--- config.mk ---
export PLATFORM = sky130hd
export DESIGN_NAME = clk_en_sched
export DESIGN_NICKNAME = d
export VERILOG_FILES = /design/src/rtl/clk_sched_pkg.sv /design/src/rtl/clk_en_chan.sv /design/src/rtl/clk_en_sched.sv
export SDC_FILE = /design/constraint.sdc
export NUM_CORES = 1
export LEC_CHECK = 0
export ABC_AREA = 1
export CELL_PAD_IN_SITES_DETAIL_PLACEMENT = 1
export CELL_PAD_IN_SITES_GLOBAL_PLACEMENT = 1
export CORE_ASPECT_RATIO = 1.75
export CORE_UTILIZATION = 30
export CTS_CLUSTER_SIZE = 20
export DETAILED_ROUTE_END_ITERATION = 16
export PLACE_DENSITY_LB_ADDON = 0.12
export SETUP_SLACK_MARGIN = 0.3
export SLEW_MARGIN = 40
export SYNTH_ARGS = -nofsm -noshare
export SYNTH_HDL_FRONTEND = slang
export SYNTH_SLANG_ARGS = --single-unit
--- constraint.sdc ---
create_clock -name CLK100MHz -period 3.5 [get_ports CLK100MHz]
set_clock_uncertainty 0.2 [all_clocks]
set_input_delay 0.875 -clock CLK100MHz [delete_from_list [all_inputs] [get_ports CLK100MHz]]
set_output_delay 0.875 -clock CLK100MHz [all_outputs]
set_load 0.01 [all_outputs]
--- src/rtl/clk_sched_pkg.sv ---
// Shared constants and config FSM state type for the clock-enable scheduler.
package clk_sched_pkg;

    localparam int unsigned DEFAULT_TC = 49999;

    typedef enum logic [1:0] {
        StIdle,
        StWaitWrap,
        StAlign
    } cfg_state_e;

endpackage

--- src/rtl/clk_en_chan.sv ---
// One divider channel: wrap counter, live/pending terminal count, tick strobe and toggle.
module clk_en_chan #(
    parameter int unsigned CW         = 18,
    parameter int unsigned DEFAULT_TC = clk_sched_pkg::DEFAULT_TC
) (
    input  logic          clk,
    input  logic          rst_n,
    input  logic          en,
    input  logic          load,
    input  logic [CW-1:0] load_tc,
    input  logic          align,
    output logic          tick,
    output logic          toggle,
    output logic          pend
);

    localparam logic [CW-1:0] TcRst = CW'(DEFAULT_TC);

    logic [CW-1:0] cnt;
    logic [CW-1:0] tc;
    logic [CW-1:0] tc_pend;

    always_ff @(posedge clk or negedge rst_n) begin
        if (!rst_n) begin
            cnt     <= '0;
            tc      <= TcRst;
            tc_pend <= TcRst;
            pend    <= 1'b0;
            tick    <= 1'b0;
            toggle  <= 1'b0;
        end else if (align) begin
            // Realign restarts every channel from a common phase.
            cnt    <= '0;
            tick   <= 1'b0;
            toggle <= 1'b0;
            pend   <= 1'b0;
            if (pend) tc <= tc_pend;
        end else begin
            // load only arrives while pend is clear, so it never races the apply below.
            if (load) begin
                tc_pend <= load_tc;
                pend    <= 1'b1;
            end
            if (en) begin
                if (cnt == tc) begin
                    cnt    <= '0;
                    tick   <= 1'b1;
                    toggle <= ~toggle;
                    if (pend) begin
                        tc   <= tc_pend;
                        pend <= 1'b0;
                    end
                end else begin
                    cnt  <= cnt + 1'b1;
                    tick <= 1'b0;
                end
            end else begin
                tick <= 1'b0;
                if (pend) begin
                    tc   <= tc_pend;
                    cnt  <= '0;
                    pend <= 1'b0;
                end
            end
        end
    end

endmodule

--- src/rtl/clk_en_sched.sv ---
// Programmable clock-enable scheduler: NCH divider channels behind a valid/ready config port.
module clk_en_sched #(
    parameter int unsigned NCH        = 3,
    parameter int unsigned CW         = 18,
    parameter int unsigned DEFAULT_TC = clk_sched_pkg::DEFAULT_TC,
    localparam int unsigned CHW       = (NCH > 1) ? $clog2(NCH) : 1
) (
    input  logic           CLK100MHz,
    input  logic           RST_N,
    input  logic           CFG_VALID,
    output logic           CFG_READY,
    input  logic [CHW-1:0] CFG_CH,
    input  logic [CW-1:0]  CFG_TC,
    input  logic           CFG_SYNC,
    input  logic [NCH-1:0] EN_MASK,
    output logic [NCH-1:0] TICK,
    output logic [NCH-1:0] TOGGLE,
    output logic [NCH-1:0] PENDING
);

    import clk_sched_pkg::*;

    cfg_state_e     state;
    logic [CHW-1:0] tgt;
    logic           ch_valid;
    logic           accept;
    logic [NCH-1:0] load;
    logic           align;

    assign ch_valid = 32'(CFG_CH) < NCH;
    assign accept   = CFG_VALID && CFG_READY;
    assign align    = (state == StAlign);

    always_comb begin
        load = '0;
        if (accept && ch_valid) load[CFG_CH] = 1'b1;
    end

    always_ff @(posedge CLK100MHz or negedge RST_N) begin
        if (!RST_N) begin
            state     <= StIdle;
            tgt       <= '0;
            CFG_READY <= 1'b1;
        end else begin
            unique case (state)
                StIdle: begin
                    // Out-of-range channels are consumed without leaving idle.
                    if (accept && ch_valid) begin
                        tgt       <= CFG_CH;
                        CFG_READY <= 1'b0;
                        state     <= CFG_SYNC ? StAlign : StWaitWrap;
                    end
                end
                StWaitWrap: begin
                    if (!PENDING[tgt]) begin
                        CFG_READY <= 1'b1;
                        state     <= StIdle;
                    end
                end
                StAlign: begin
                    CFG_READY <= 1'b1;
                    state     <= StIdle;
                end
                default: begin
                    CFG_READY <= 1'b1;
                    state     <= StIdle;
                end
            endcase
        end
    end

    for (genvar i = 0; i < NCH; i++) begin : g_chan
        clk_en_chan #(
            .CW         (CW),
            .DEFAULT_TC (DEFAULT_TC)
        ) u_chan (
            .clk     (CLK100MHz),
            .rst_n   (RST_N),
            .en      (EN_MASK[i]),
            .load    (load[i]),
            .load_tc (CFG_TC),
            .align   (align),
            .tick    (TICK[i]),
            .toggle  (TOGGLE[i]),
            .pend    (PENDING[i])
        );
    end

endmodule
==> results.py <==
metrics = {
    "routing": {
        "wirelength_mm": 26.4,
        "viasPerCell": 4.63,
        "drt_first_pass_iters": 4,
        "drt-wirelength-per-cell_um": 16.9,
        "drc": 0,
        "drt.antenna.violating_nets": 0,
        "vias": 7218,
        "drtIter0Drc": 413,
    },
    "power_and_ir_drop": {
        "ir_drop_mv": 0.393,
        "p_leak_nw": 4.84,
        "power_mw": 7.72,
        "powerDensity_mw_per_mm2": 757,
    },
    "final_layout": {
        "syn_to_final_growth_pct": 14.9,
        "instances_no_fill": 1560,
        "final_area_mm2": 0.0102,
        "fillers": 3507,
        "multi_input_area_mm2": 0.00363,
        "nets": 1195,
        "layout-drive-gt1-share_pct": 11.2,
        "num_antenna_cells": 0,
        "seqCellArea_mm2": 0.00447,
    },
    "clock_tree": {
        "postCtsHoldBufs": 0,
        "insertion_delay_ns": 0.46,
        "clock-sinks": 176,
        "post_cts_buffers": 0,
        "cts_tree": "done",
        "cts-root-buf": "clkbuf_16",
        "cts_resized": 0,
        "clock_path_buffers": 2,
        "htree_levels": 4,
        "numCtsBuffers": 17,
        "path_clk_slew_ns": 0.07,
    },
    "yosys": {
        "yosys_warnings": 0,
        "synth-adder-area-share_pct": 0.423,
        "syn_avg_cell_area_um2": 7.78,
        "synthTopCellsByArea": "dfrtp_1 34%, nand2_1 17%, dfstp_2 16%",
        "synth_edf_count": 0,
        "synth.cell_area_mm2": 0.00887,
        "seq_area_frac_synth_pct": 50.4,
        "synthesis.nets": 1170,
        "synth_ff_type": "dfrtp_1",
        "synthCells": 1140,
        "synthSimpleGateAreaFrac_pct": 28.8,
        "netlist-cell-type-count": 31,
        "postSynth.asyncResetShare_pct": 100,
        "synth-xor-area-share_pct": 4.05,
        "synth_top_family_by_area": "simple AND/OR/NAND/NOR gates",
        "muxShareOfSynthArea_pct": 0.113,
        "yosysTopAreaCell": "dfrtp_1",
        "synthTopCellsByCount": "399 x nand2_1, 126 x inv_1, 121 x dfrtp_1",
        "synth_seq_cells": 176,
        "synth_most_common_cell": "nand2_1",
        "synth.top_cell.area_share_pct": 34.1,
        "synth-compound-area-share_pct": 7.53,
    },
    "global_routing": {
        "grt_start_max_net_pins": 64,
        "antenna_found_initial": 0,
        "grt_overflow": 0,
        "track_usage_pct": 18.8,
        "grt_pass1_wl_mm": 42.8,
        "grt_pass1_vias": 7720,
    },
    "timing": {
        "period_share_pct": 79.7,
        "setup_viol": 0,
        "rsz0062_at_grt": "no",
        "fin_tns_setup_ns": 0,
        "hold_viol": 0,
        "slew_headroom_pct": 58.8,
        "tightest_slew_ns": 0.616,
        "fmax_mhz": 359,
        "slew_violations": 0,
        "setup_slack_ns": 0.711,
        "post-route-min-period_ns": 2.79,
    },
    "floorplanning": {
        "dieWidth_um": 132,
        "num_rows": 83,
        "die-area_mm2": 0.0303,
        "pin_count": 37,
        "initial_core_util_pct": 30.4,
        "core_area_mm2": 0.0292,
        "die_h_um": 229,
    },
    "setup_path": {
        "critPathLaunchType": "register",
        "crit_required_ns": 2.42,
        "cp-end-kind": "output port",
        "worstPathArrival_ns": 1.71,
        "cp_max_fo": 23,
        "crit_type": "reg -> out",
    },
    "place": {
        "place_hpwl_mm": 19.8,
        "placed_cells": 1528,
        "dpl_cell_area_mm2": 0.00957,
        "routabilityCongestion": 0.837,
        "io_buffer_count": 36,
        "dpl_worst_slack_ns": 0.545,
    },
    "status": {
        "status": "finished, final reports clean",
    },
    "hold_path": {
        "hp-class": "in -> async",
    },
    "job": {
        "cap_viol_max_count": 0,
    },
}
==> critical path, cell delays in order (launching register included) <==
cell             delay (ns)
dfrtp_1                0.34
buf_4                  0.30
clkdlybuf4s50_1        0.62
==> placed cells by master, fill, tap and decap left out, types with 5 or more instances in the layout <==
| master | count |
|---|---|
| a21oi_1 | 54 |
| nand2_1 | 399 |
| nand3_1 | 87 |
| o21ai_0 | 72 |
| inv_1 | 126 |
| inv_2 | 10 |
| nand2_4 | 6 |
| xor2_1 | 30 |
| nand3_2 | 5 |
| buf_4 | 13 |
| nor2_1 | 79 |
| clkbuf_16 | 17 |
| dfrtp_1 | 121 |
| clkdlybuf4s50_1 | 35 |
| nor3_1 | 8 |
| xnor2_1 | 11 |
| nand4_1 | 14 |
| dfstp_2 | 55 |
==> area by class of cell <==
cell class              instances  share of cell area [%]
well taps                     382                    4.69
repair buffers                 50                    4.73
multi-input cells             784                    35.6
clock inverters                15                    1.90
clock buffers                  17                    4.17
inverters                     136                    5.01
flip-flops and latches        176                    43.9
==> final timing paths <==
kind	startpoint	endpoint	slack, ns	depth (start not counted)
worst min register to register	g_chan[1].u_chan.tc[6]$_DFFE_PN1P_	g_chan[1].u_chan.tc[6]$_DFFE_PN1P_	0.27	2
max in group asynchronous	RST_N	g_chan[2].u_chan.tc_pend[14]$_DFFE_PN1P_	2.06	2
worst min-delay path	RST_N	g_chan[2].u_chan.cnt[13]$_DFFE_PN0P_	0.20	1
min in group CLK100MHz	g_chan[1].u_chan.tc[6]$_DFFE_PN1P_	g_chan[1].u_chan.tc[6]$_DFFE_PN1P_	0.27	2
worst max-delay path	g_chan[0].u_chan.pend$_DFF_PN0_	PENDING[0]	0.71	2
worst max register to register	state[0]$_DFFE_PN0P_	g_chan[0].u_chan.cnt[5]$_DFFE_PN0P_	0.97	8
==> power by group <==
| part | total [mW] | switching (mW) | internal, mW |
|---|---|---|---|
| Clock | 2.04 | 0.949 | 1.09 |
| Sequential | 3.59 | 0.634 | 2.96 |
| Combinational | 2.08 | 1.30 | 0.787 |
| Total | 7.72 | 2.88 | 4.84 |
==> state kept, by name (all words and copies together), names as in the netlist <==
name / flops
state: 2
g_chan.u_chan.tc_pend: 54
g_chan.u_chan.pend: 3
g_chan.u_chan.tc: 54
g_chan.u_chan.tick: 3
g_chan.u_chan.cnt: 54
tgt: 2
CFG_READY: 1
g_chan.u_chan.toggle: 3
==> per-stage QoR <==
| stage | hold slack [ns] | utilization [%] |
|---|---|---|
| after floorplan | 0.247 | - |
| after global placement | 0.257 | 32.8 |
| after detailed placement | 0.262 | 32.8 |
| after CTS | 0.204 | 34.9 |
| after global routing | 0.217 | 34.9 |
| final | 0.196 | 34.9 |
==> layer usage <==
| metal | GRT usage, % | vias up | share of wire, % |
|---|---|---|---|
| li1 | - | 3603 | - |
| met1 | 20.0 | 3498 | 39 |
| met2 | 35.5 | 79 | 55 |
| met3 | 3.08 | 38 | 2.0 |
| met4 | 8.58 | 0 | 3.5 |
| met5 | 0 | - | 0 |
==> cells by family after synthesis <==
| family | Yosys count |
|---|---|
| AO/OA/AOI/OAI | 131 |
| XOR/XNOR | 41 |
| adder cells (fa/ha/maj) | 3 |
| buffers and inverters | 180 |
| flip-flops | 176 |
| multiplexers | 1 |
| AND/OR/NAND/NOR | 608 |
Note: power is estimated with default switching activity, not from simulation.
